**src/rtl/rx80211a_pkg.sv**
```systemverilog
// Shared definitions for the 802.11a receive bit path: states, rate table,
// field tags, error codes and SIGNAL field bit positions.
package rx80211a_pkg;

    typedef enum logic [2:0] {
        ST_IDLE,
        ST_HDR,
        ST_CHECK,
        ST_CALC,
        ST_DATA
    } state_t;

    localparam logic [3:0] RATE_6M  = 4'b1101;
    localparam logic [3:0] RATE_9M  = 4'b1111;
    localparam logic [3:0] RATE_12M = 4'b0101;
    localparam logic [3:0] RATE_18M = 4'b0111;
    localparam logic [3:0] RATE_24M = 4'b1001;
    localparam logic [3:0] RATE_36M = 4'b1011;
    localparam logic [3:0] RATE_48M = 4'b0001;
    localparam logic [3:0] RATE_54M = 4'b0011;

    localparam logic [1:0] FIELD_SERVICE = 2'd0;
    localparam logic [1:0] FIELD_PSDU    = 2'd1;
    localparam logic [1:0] FIELD_TAIL    = 2'd2;
    localparam logic [1:0] FIELD_PAD     = 2'd3;

    localparam logic [1:0] ERR_NONE   = 2'd0;
    localparam logic [1:0] ERR_PARITY = 2'd1;
    localparam logic [1:0] ERR_RATE   = 2'd2;
    localparam logic [1:0] ERR_LENGTH = 2'd3;

    localparam int SIG_RATE_LSB = 0;
    localparam int SIG_RESERVED = 4;
    localparam int SIG_LEN_LSB  = 5;
    localparam int SIG_LEN_MSB  = 16;
    localparam int SIG_PARITY   = 17;
    localparam int SIG_TAIL_LSB = 18;
    localparam int SIG_TAIL_MSB = 23;
    localparam int SIG_BITS     = 24;

    localparam int SERVICE_BITS = 16;
    localparam int TAIL_BITS    = 6;

    // Zero marks an illegal rate code.
    function automatic logic [7:0] rate_to_ndbps(input logic [3:0] code);
        case (code)
            RATE_6M:  return 8'd24;
            RATE_9M:  return 8'd36;
            RATE_12M: return 8'd48;
            RATE_18M: return 8'd72;
            RATE_24M: return 8'd96;
            RATE_36M: return 8'd144;
            RATE_48M: return 8'd192;
            RATE_54M: return 8'd216;
            default:  return 8'd0;
        endcase
    endfunction

endpackage

```
**src/rtl/rx_symbol_calc.sv**
```systemverilog
// Iterative symbol calculator: adds N_DBPS once per cycle until the running
// total covers SERVICE+PSDU+TAIL, giving N_SYM, N_DATA and the pad count.
module rx_symbol_calc #(
    parameter int CNT_W = 16
) (
    input  logic             Clk,
    input  logic             Reset,
    input  logic             clear,
    input  logic             start,
    input  logic [7:0]       ndbps,
    input  logic [CNT_W-1:0] need,
    output logic             done,
    output logic [CNT_W-1:0] n_sym,
    output logic [CNT_W-1:0] n_data,
    output logic [7:0]       num_pads
);

    logic             running;
    logic [CNT_W-1:0] acc;
    logic [CNT_W-1:0] cnt;
    logic [7:0]       ndbps_r;
    logic [CNT_W-1:0] need_r;
    logic [CNT_W-1:0] acc_next;

    // done is combinational so the caller sees it in the same cycle as the last add.
    assign acc_next = acc + CNT_W'(ndbps_r);
    assign done     = running && (acc_next >= need_r);
    assign n_sym    = cnt + CNT_W'(1);
    assign n_data   = acc_next;
    assign num_pads = 8'(acc_next - need_r);

    always_ff @(posedge Clk) begin
        if (Reset || clear) begin
            running <= 1'b0;
            acc     <= '0;
            cnt     <= '0;
            ndbps_r <= '0;
            need_r  <= '0;
        end else if (start) begin
            running <= 1'b1;
            acc     <= '0;
            cnt     <= '0;
            ndbps_r <= ndbps;
            need_r  <= need;
        end else if (running) begin
            acc <= acc_next;
            cnt <= cnt + CNT_W'(1);
            if (done)
                running <= 1'b0;
        end
    end

endmodule

```
**src/rtl/rx_signal_frame_ctrl.sv**
```systemverilog
// Receive frame controller: captures and validates SIGNAL, sizes the DATA
// field, then streams tagged DATA bits to the descrambler.
module rx_signal_frame_ctrl
    import rx80211a_pkg::*;
#(
    parameter int LEN_W        = 12,
    parameter int CNT_W        = 16,
    parameter int PARITY_CHECK = 1,
    parameter int TAIL_CHECK   = 0
) (
    input  logic             Clk,
    input  logic             Reset,
    input  logic             abort,
    input  logic             frame_start,
    input  logic             in_bit,
    input  logic             in_valid,
    output logic             in_ready,
    output logic             out_bit,
    output logic             out_valid,
    input  logic             out_ready,
    output logic [1:0]       out_field,
    output logic             out_last,
    output logic [3:0]       rate,
    output logic [LEN_W-1:0] length,
    output logic [CNT_W-1:0] n_sym,
    output logic [7:0]       num_pads,
    output logic             hdr_valid,
    output logic             hdr_error,
    output logic [1:0]       err_code,
    output logic             busy
);

    state_t           state;
    logic [4:0]       bit_cnt;
    logic [23:0]      sig;
    logic [CNT_W-1:0] need_r;
    logic [CNT_W-1:0] n_data_r;
    logic [CNT_W-1:0] data_cnt;

    logic [3:0]       rate_field;
    logic [LEN_W-1:0] len_field;
    logic [CNT_W-1:0] need_field;
    logic [7:0]       ndbps;
    logic             parity_bad;
    logic             rate_bad;
    logic             len_bad;
    logic             calc_start;
    logic             calc_done;
    logic [CNT_W-1:0] calc_n_sym;
    logic [CNT_W-1:0] calc_n_data;
    logic [7:0]       calc_pads;
    logic [1:0]       field_tag;
    logic             accept;

    // R1 arrives first and lands in the MSB of the rate code.
    assign rate_field = {sig[SIG_RATE_LSB], sig[SIG_RATE_LSB+1], sig[SIG_RATE_LSB+2], sig[SIG_RATE_LSB+3]};
    assign len_field  = LEN_W'(sig[SIG_LEN_MSB:SIG_LEN_LSB]);
    assign need_field = CNT_W'(SERVICE_BITS + TAIL_BITS) + (CNT_W'(len_field) << 3);
    assign ndbps      = rate_to_ndbps(rate_field);
    assign parity_bad = (PARITY_CHECK != 0) && (^sig[SIG_PARITY:0]);
    assign rate_bad   = (ndbps == 8'd0);
    assign len_bad    = (len_field == '0) || sig[SIG_RESERVED] ||
                        ((TAIL_CHECK != 0) && (sig[SIG_TAIL_MSB:SIG_TAIL_LSB] != '0));
    assign calc_start = (state == ST_CHECK) && !abort && !parity_bad && !rate_bad && !len_bad;

    assign in_ready = (state == ST_HDR) || ((state == ST_DATA) && (!out_valid || out_ready));
    assign accept   = in_valid && in_ready;
    assign busy     = (state != ST_IDLE);

    always_comb begin
        field_tag = FIELD_PAD;
        if (data_cnt < CNT_W'(SERVICE_BITS))
            field_tag = FIELD_SERVICE;
        else if (data_cnt < need_r - CNT_W'(TAIL_BITS))
            field_tag = FIELD_PSDU;
        else if (data_cnt < need_r)
            field_tag = FIELD_TAIL;
    end

    rx_symbol_calc #(.CNT_W(CNT_W)) u_calc (
        .Clk      (Clk),
        .Reset    (Reset),
        .clear    (abort),
        .start    (calc_start),
        .ndbps    (ndbps),
        .need     (need_field),
        .done     (calc_done),
        .n_sym    (calc_n_sym),
        .n_data   (calc_n_data),
        .num_pads (calc_pads)
    );

    // The output register drains in every state; abort drops it outright.
    always_ff @(posedge Clk) begin
        if (Reset) begin
            state     <= ST_IDLE;
            bit_cnt   <= '0;
            sig       <= '0;
            need_r    <= '0;
            n_data_r  <= '0;
            data_cnt  <= '0;
            out_bit   <= 1'b0;
            out_valid <= 1'b0;
            out_field <= FIELD_SERVICE;
            out_last  <= 1'b0;
            rate      <= '0;
            length    <= '0;
            n_sym     <= '0;
            num_pads  <= '0;
            hdr_valid <= 1'b0;
            hdr_error <= 1'b0;
            err_code  <= ERR_NONE;
        end else begin
            hdr_valid <= 1'b0;
            hdr_error <= 1'b0;
            if (out_valid && out_ready) begin
                out_valid <= 1'b0;
                out_last  <= 1'b0;
            end
            if (abort) begin
                state     <= ST_IDLE;
                out_valid <= 1'b0;
                out_last  <= 1'b0;
            end else begin
                case (state)
                    ST_IDLE: begin
                        if (frame_start) begin
                            state    <= ST_HDR;
                            bit_cnt  <= '0;
                            err_code <= ERR_NONE;
                        end
                    end
                    ST_HDR: begin
                        if (in_valid) begin
                            sig[bit_cnt] <= in_bit;
                            bit_cnt      <= bit_cnt + 5'd1;
                            if (bit_cnt == 5'(SIG_BITS - 1))
                                state <= ST_CHECK;
                        end
                    end
                    ST_CHECK: begin
                        rate   <= rate_field;
                        length <= len_field;
                        need_r <= need_field;
                        if (parity_bad) begin
                            hdr_error <= 1'b1;
                            err_code  <= ERR_PARITY;
                            state     <= ST_IDLE;
                        end else if (rate_bad) begin
                            hdr_error <= 1'b1;
                            err_code  <= ERR_RATE;
                            state     <= ST_IDLE;
                        end else if (len_bad) begin
                            hdr_error <= 1'b1;
                            err_code  <= ERR_LENGTH;
                            state     <= ST_IDLE;
                        end else begin
                            state <= ST_CALC;
                        end
                    end
                    ST_CALC: begin
                        if (calc_done) begin
                            n_sym     <= calc_n_sym;
                            num_pads  <= calc_pads;
                            n_data_r  <= calc_n_data;
                            data_cnt  <= '0;
                            hdr_valid <= 1'b1;
                            state     <= ST_DATA;
                        end
                    end
                    ST_DATA: begin
                        if (accept) begin
                            out_bit   <= in_bit;
                            out_valid <= 1'b1;
                            out_field <= field_tag;
                            out_last  <= (data_cnt == n_data_r - CNT_W'(1));
                            data_cnt  <= data_cnt + CNT_W'(1);
                            if (data_cnt == n_data_r - CNT_W'(1))
                                state <= ST_IDLE;
                        end
                    end
                    default: state <= ST_IDLE;
                endcase
            end
        end
    end

endmodule

```
**config.mk**
```make
export PLATFORM = sky130hd
export DESIGN_NAME = rx_signal_frame_ctrl
export DESIGN_NICKNAME = d
export VERILOG_FILES = /design/src/rtl/rx80211a_pkg.sv /design/src/rtl/rx_symbol_calc.sv /design/src/rtl/rx_signal_frame_ctrl.sv
export SDC_FILE = /design/constraint.sdc
export NUM_CORES = 1
export LEC_CHECK = 0
export BUFFER_PORTS_ARGS = -buffer_cell sky130_fd_sc_hd__buf_2
export CORE_MARGIN = 4
export CORE_UTILIZATION = 56
export DETAILED_ROUTE_END_ITERATION = 16
export HOLD_SLACK_MARGIN = 0.08
export PLACE_DENSITY = 0.75
export SLEW_MARGIN = 20
export SYNTH_ARGS = -nofsm -noshare
export SYNTH_HDL_FRONTEND = slang
export SYNTH_HIERARCHICAL = 1
export SYNTH_SLANG_ARGS = --single-unit
```
**constraint.sdc**
```tcl
create_clock -name Clk -period 5.85 [get_ports Clk]
set_clock_uncertainty 0.2 [all_clocks]
set_input_delay 0 -clock Clk [delete_from_list [all_inputs] [get_ports Clk]]
set_output_delay 0 -clock Clk [all_outputs]
set_load 0.1 [all_outputs]
```
==> reports/qor.json, run 1 <==
{
  "sta": {
    "slew_viol_final": 0,
    "post-route-worst-setup-slack_ns": 0.784,
    "max_slew.worst_pin.slew_ns": 1.01,
    "final-hold-violation-count": 0,
    "final_number_of_setup_violating_endpoints": 0,
    "total_negative_slack_ns": 0,
    "min_period_ns": 5.07,
    "final.period_utilization": 0.866,
    "fmaxAchievable_mhz": 197,
    "unrepaired_setup_endpoints_after_global_routing": "no",
    "relSlewSlack": 0.324
  },
  "critical_path": {
    "worst-endpoint-required_ns": 6.01,
    "delay_of_the_slowest_critical_path_stage_ns": 0.58,
    "critical_path.cell_chain": "ha_1, a21o_2, nand4_1, a2111o_1, a211oi_1, xor2_1, ha_1, nand4_1, nor4_1, a22oi_1, a31oi_1, nand2_1, or2_1, a21oi_1, nand4_1, or3_1, a21oi_1",
    "cp_data_arrival_time_ns": 5.23,
    "critical-path-top-cell-by-count": "nand4_1",
    "worstSetupStartpointType": "flip-flop",
    "critPathMaxFanout": 8,
    "critical_path.top_delay_family": "compound AO/OA/AOI/OAI gates",
    "worst_setup_path_end_kind": "flip-flop",
    "crit_path_kind": "flip-flop to flip-flop",
    "cp.buffers_inverters": 0,
    "cp_slowest_cell": "a2111o_1"
  },
  "clocking": {
    "ctsHtreeMaxLevel": 4,
    "clock_tree_from_tritoncts": "done",
    "cts_buffers": 17,
    "postCtsSetupRepairBufs": 0,
    "cts.clk_slew.worst_paths_ns": 0.07,
    "clk_path_buf_depth": 2,
    "clock_sinks": 183,
    "worst_skew_pair.late_latency_ns": 0.44,
    "root_buffer": "clkbuf_16"
  },
  "floorplanning": {
    "die_area_sq_um": 20400,
    "core_area_sq_um": 17900,
    "initial_core_util": 0.568,
    "row_count": 49,
    "die_height_um": 143,
    "die_w_um": 143,
    "ioPinCount": 58
  },
  "global_route": {
    "via_count_of_the_first_global_routing_pass": 8050,
    "antenna_violations_before_repair": 0,
    "grt_start_max_net_pins": 71,
    "remaining_global_route_overflow": 0,
    "gr-usage-all-layers": 0.236,
    "wire_length_of_the_first_global_routing_pass_um": 39300
  },
  "detailed_routing": {
    "route.final.wire_length_um": 23500,
    "remaining_drc_errors": 0,
    "average_via_count_per_standard_cell": 5.64,
    "drt_first_iter_violations": 461,
    "wl_per_cell_um": 15.5,
    "drtAntennaViolNets": 0,
    "vias": 8583,
    "firstDrtPassIters": 6
  },
  "final_layout": {
    "layout_common_cells": "197 x nand2_1, 183 x dfxtp_1, 122 x nor2_1",
    "antennaDiodeCount": 0,
    "fraction_of_final_layout_cells_with_drive_strength_greater_than_1": 0.0951,
    "layout.core_utilization": 0.628,
    "nets": 1354,
    "area.growth.synth_to_final_pct": 10.6,
    "layout_commonest_cell": "nand2_1",
    "fillerInstances": 1564
  },
  "run_status": {
    "outcome": "completed"
  },
  "job": {
    "cap_violations": 0
  },
  "yosys": {
    "post-synth-top-area-cell": "dfxtp_1",
    "synth_async_sr_flop_share": 0,
    "synthesis.instances": 1248,
    "synth.ff_latch_count": 183,
    "count_of_synthesis_stage_warnings_from_yosys": 6,
    "dominantRegCellSynth": "dfxtp_1",
    "yosys.cell_types.count": 78,
    "post_synth_instance_area_sq_um": 10200,
    "number_of_flops_mapped_to_enable_cells_by_yosys": 0,
    "yosysTopAreaCellShare": 0.360,
    "syn-mean-instance-area_sq_um": 8.15,
    "synth.area.top_cells": "dfxtp_1 36%, ha_1 8.0%, nand2_1 7.3%",
    "synth_seq_area_share": 0.360
  },
  "power_and_ir_drop": {
    "power-per-cell-area_nw_per_um2": 225,
    "cellLeakagePower_nw": 4.37,
    "power.ir.vdd_worst_v": 0.000210
  },
  "min_path": {
    "holdCritPathClass": "flip-flop to flip-flop"
  },
  "placed_design": {
    "globalplace.congestion": 0.883,
    "dp_hpwl_um": 16800,
    "pre_cts_slack_ns": 0.815,
    "io_buf_count": 57
  }
}
per-stage QoR:
step / instances / total power [mW] / hold WS [ns] / cell area [sq um]
finish: 1522 / 2.53 / 0.251 / 11200
global route: 1522 / 2.61 / 0.270 / 11200
CTS: 1522 / 2.55 / 0.255 / 11200
detailed placement: 1481 / 1.35 / 0.0752 / 10500
global placement: 1481 / 1.35 / 0.0584 / 10500
floorplan: 1251 / 1.34 / -0.0973 / 10200
final cells by class:
type,instances,area [sq um],share of cell area
multi-input combinational,947,6030,0.536
sequential,183,3660,0.326
clock buffer,20,457,0.0406
timing repair buffer,74,438,0.0389
tap,229,287,0.0255
inverter,57,214,0.0190
clock inverter,12,158,0.0140
state kept, by name, indices dropped and copies added, names as in the netlist, 12 cells and up:
name,count
sig,18
need_r,13
u_calc/need_r,16
n_data_r,16
length,12
data_cnt,16
n_sym,16
u_calc/cnt,16
u_calc/acc,16
timing repair:
action,CTS,global route
resized for setup,0,0
hold endpoints to repair,62,0
setup endpoints to repair,0,0
hold buffers,9,0
layer usage:
metal / vias to the layer above / track usage / wire length, um
li1: 4350 / - / -
met1: 4003 / 0.315 / 11000
met2: 179 / 0.379 / 10900
met3: 51 / 0.0486 / 1050
met4: 0 / 0.0900 / 646
met5: - / 0 / 0
final timing paths:
check                                   start  slack (ns)  depth (start not counted)           end
worst max-delay path            u_calc/acc[1]        0.78                         17  data_cnt[14]
worst min-delay path                 n_sym[2]        0.25                          2      n_sym[2]
worst min register to register       n_sym[2]        0.25                          2      n_sym[2]
worst max register to register  u_calc/acc[1]        0.78                         17  data_cnt[14]
synthesized netlist by cell type, drive strengths merged, types with 24 or more instances:
library cell,instances
a21oi,110
clkbuf,49
dfxtp,183
ha,65
inv,57
mux2i,48
nand2,199
nand3,44
nand4,24
nor2,124
nor3,26
o21ai,25
xnor2,67
xor2,48
tightest hold or removal path, stage by stage (launching register included):
cell	delay, ns
dfxtp_1	0.31
nand2_1	0.05
a21oi_1	0.05
where the power goes:
| group | internal [mW] | switching [mW] |
|---|---|---|
| Combinational | 0.0222 | 0.0527 |
| Clock | 0.669 | 0.538 |
| Sequential | 1.25 | 0.00354 |
| Total | 1.94 | 0.594 |
logic make-up (layout without fill, tap and decap cells):
| logic type | Yosys count | count (layout) | share of synthesized area |
|---|---|---|---|
| AOI/OAI and AO/OA | 206 | 206 | 0.127 |
| xor gates and xnor gates | 115 | 115 | 0.0998 |
| adders and majority gates | 67 | 67 | 0.0839 |
| buffers and inverters | 121 | 163 | 0.0487 |
| DFF | 183 | 183 | 0.360 |
| muxes | 48 | 48 | 0.0472 |
| other | 2 | 5 | 0.000738 |
| and+or+nand+nor | 506 | 506 | 0.233 |
(Power assumes the default switching activity.)
==> run 2, diff against run 1 <==
--- a/config.mk
+++ b/config.mk
@@ -7,10 +7,10 @@
 export LEC_CHECK = 0
 export BUFFER_PORTS_ARGS = -buffer_cell sky130_fd_sc_hd__buf_2
 export CORE_MARGIN = 4
-export CORE_UTILIZATION = 56
+export CORE_UTILIZATION = 35
 export DETAILED_ROUTE_END_ITERATION = 16
 export HOLD_SLACK_MARGIN = 0.08
-export PLACE_DENSITY = 0.75
+export PLACE_DENSITY = 0.52
 export SLEW_MARGIN = 20
 export SYNTH_ARGS = -nofsm -noshare
 export SYNTH_HDL_FRONTEND = slang
==> run 2 against run 1 <==
  * Worst hold slack better by 0.0014 ns
  * Routed wire length is 8.3% higher
  * Core utilization is 23 points lower
  * Power is 0.39% lower
  * Via count is 2.4% lower
  * Critical path depth stayed put
  * Maximum frequency is 3.5% lower
  * Non-clock buffer count is 2 lower
  * Die area is 56% higher
  * Worst setup slack worse by 0.18 ns
  * Flip-flop and latch count stayed put
  * Critical endpoint unchanged
==> reports/qor.json, run 2 (synthesis results as in run 1) <==
{
  "sta": {
    "relSlewSlack": 0.427,
    "unrepaired_setup_endpoints_after_global_routing": "no",
    "slew_viol_final": 0,
    "final-hold-violation-count": 0,
    "max_slew.worst_pin.slew_ns": 0.860,
    "min_period_ns": 5.25,
    "post-route-worst-setup-slack_ns": 0.600,
    "final_number_of_setup_violating_endpoints": 0,
    "final.period_utilization": 0.897,
    "total_negative_slack_ns": 0,
    "fmaxAchievable_mhz": 190
  },
  "detailed_routing": {
    "drtAntennaViolNets": 0,
    "vias": 8375,
    "route.final.wire_length_um": 25500,
    "wl_per_cell_um": 15.2,
    "firstDrtPassIters": 5,
    "average_via_count_per_standard_cell": 5.00,
    "remaining_drc_errors": 0,
    "drt_first_iter_violations": 569
  },
  "clocking": {
    "postCtsSetupRepairBufs": 0,
    "cts.clk_slew.worst_paths_ns": 0.07,
    "root_buffer": "clkbuf_16",
    "worst_skew_pair.late_latency_ns": 0.43,
    "ctsHtreeMaxLevel": 4,
    "cts_buffers": 17,
    "clock_tree_from_tritoncts": "done",
    "cts_repair_resized_insts": 0,
    "clk_path_buf_depth": 2,
    "clock_sinks": 183
  },
  "power_and_ir_drop": {
    "p_comb_frac": 0.030,
    "power.ir.vdd_worst_v": 0.000174,
    "internal-power_mw": 1.90,
    "power-per-cell-area_nw_per_um2": 220,
    "seq_power_share": 0.496,
    "sw_frac_of_total": 0.248,
    "p_switching_mw": 0.624,
    "clockPowerShare": 0.474,
    "cellLeakagePower_nw": 4.37
  },
  "floorplanning": {
    "initial_core_util": 0.354,
    "row_count": 62,
    "die_height_um": 178,
    "die_w_um": 178,
    "core_area_sq_um": 28700,
    "ioPinCount": 58,
    "die_area_sq_um": 31900
  },
  "critical_path": {
    "worst_setup_path_end_kind": "flip-flop",
    "worst-endpoint-required_ns": 6.00,
    "cp_data_arrival_time_ns": 5.40,
    "crit_path_kind": "flip-flop to flip-flop",
    "critPathMaxFanout": 8,
    "worstSetupStartpointType": "flip-flop"
  },
  "run_status": {
    "outcome": "completed"
  },
  "min_path": {
    "holdCritPathClass": "flip-flop to flip-flop"
  },
  "job": {
    "cap_violations": 0
  },
  "final_layout": {
    "fraction_of_final_layout_cells_with_drive_strength_greater_than_1": 0.0960,
    "layoutNonFillerInstCount": 1675,
    "nets": 1352,
    "registers.top_by_ff_count": "sig",
    "largest_reg_flops": 18,
    "layout_common_cells": "197 x nand2_1, 183 x dfxtp_1, 122 x nor2_1",
    "area.growth.synth_to_final_pct": 12.5,
    "layout_commonest_cell": "nand2_1",
    "antennaDiodeCount": 0
  },
  "global_route": {
    "remaining_global_route_overflow": 0,
    "wire_length_of_the_first_global_routing_pass_um": 42100,
    "grt_start_max_net_pins": 69,
    "via_count_of_the_first_global_routing_pass": 8089,
    "antenna_violations_before_repair": 0,
    "gr-usage-all-layers": 0.165
  },
  "placed_design": {
    "dp_hpwl_um": 18500,
    "globalplace.congestion": 0.802,
    "io_buf_count": 57,
    "placed_cells": 1635,
    "pre_cts_slack_ns": 0.683
  }
}
run 2: final cells by class:
cell class / count / area [sq um]
fillers: 2978 / 17300
multi-input cells: 947 / 6040
flip-flops and latches: 183 / 3660
well taps: 384 / 480
clock buffers: 18 / 439
repair buffers: 72 / 420
inverters: 57 / 214
clock inverters: 14 / 184
run 2: final timing paths:
path / startpoint / to / slack, ns / depth (start not counted)
setup / recovery: u_calc/acc[1] / data_cnt[14] / 0.60 / 17
setup reg to reg: u_calc/acc[1] / data_cnt[14] / 0.60 / 17
hold reg to reg: num_pads[7] / num_pads[7] / 0.25 / 2
hold / removal: num_pads[7] / num_pads[7] / 0.25 / 2
run 2: per-layer routing:
metal	global-route usage	wire length (um)
met1	0.219	12300
met2	0.283	12300
met3	0.0214	531
met4	0.0409	275
met5	0	0
run 2: power by group through the flow:
stage	logic (mW)	registers, mW	clock network, mW
5_1_grt	0.0844	1.25	1.29
3_3_place_gp	0.0728	1.28	0
3_5_place_dp	0.0735	1.28	0
2_1_floorplan	0.0567	1.28	0
6_report	0.0755	1.25	1.20
4_1_cts	0.0768	1.25	1.23
run 2: worst max-delay path, stage by stage (launching register included):
cell and delay (ns):
dfxtp_1 0.33, ha_1 0.28, a21o_2 0.12, nand4_1 0.19, a2111o_1 0.61, a211oi_1 0.32, xor2_1 0.14, ha_1 0.33
nand4_1 0.15, nor4_1 0.34, a22oi_1 0.14, a31oi_1 0.30, nand2_1 0.19, or2_1 0.33, a21oi_1 0.39, nand4_1 0.26
or3_1 0.41, a21oi_1 0.14
run 2: what timing repair did:
action,4_1_cts,5_1_grt
setup endpoints to repair,0,0
hold buffers,8,0
endpoints found under the hold margin,68,0
run 2: stage by stage:
step | power, mW | utilization | hold WS, ns | instance area (sq um)
3_3_place_gp | 1.35 | 0.374 | 0.0712 | 10700
6_report | 2.52 | 0.399 | 0.253 | 11400
4_1_cts | 2.56 | 0.399 | 0.255 | 11400
3_5_place_dp | 1.35 | 0.374 | 0.0848 | 10700
2_1_floorplan | 1.34 | - | -0.0973 | 10200
5_1_grt | 2.62 | 0.399 | 0.267 | 11400
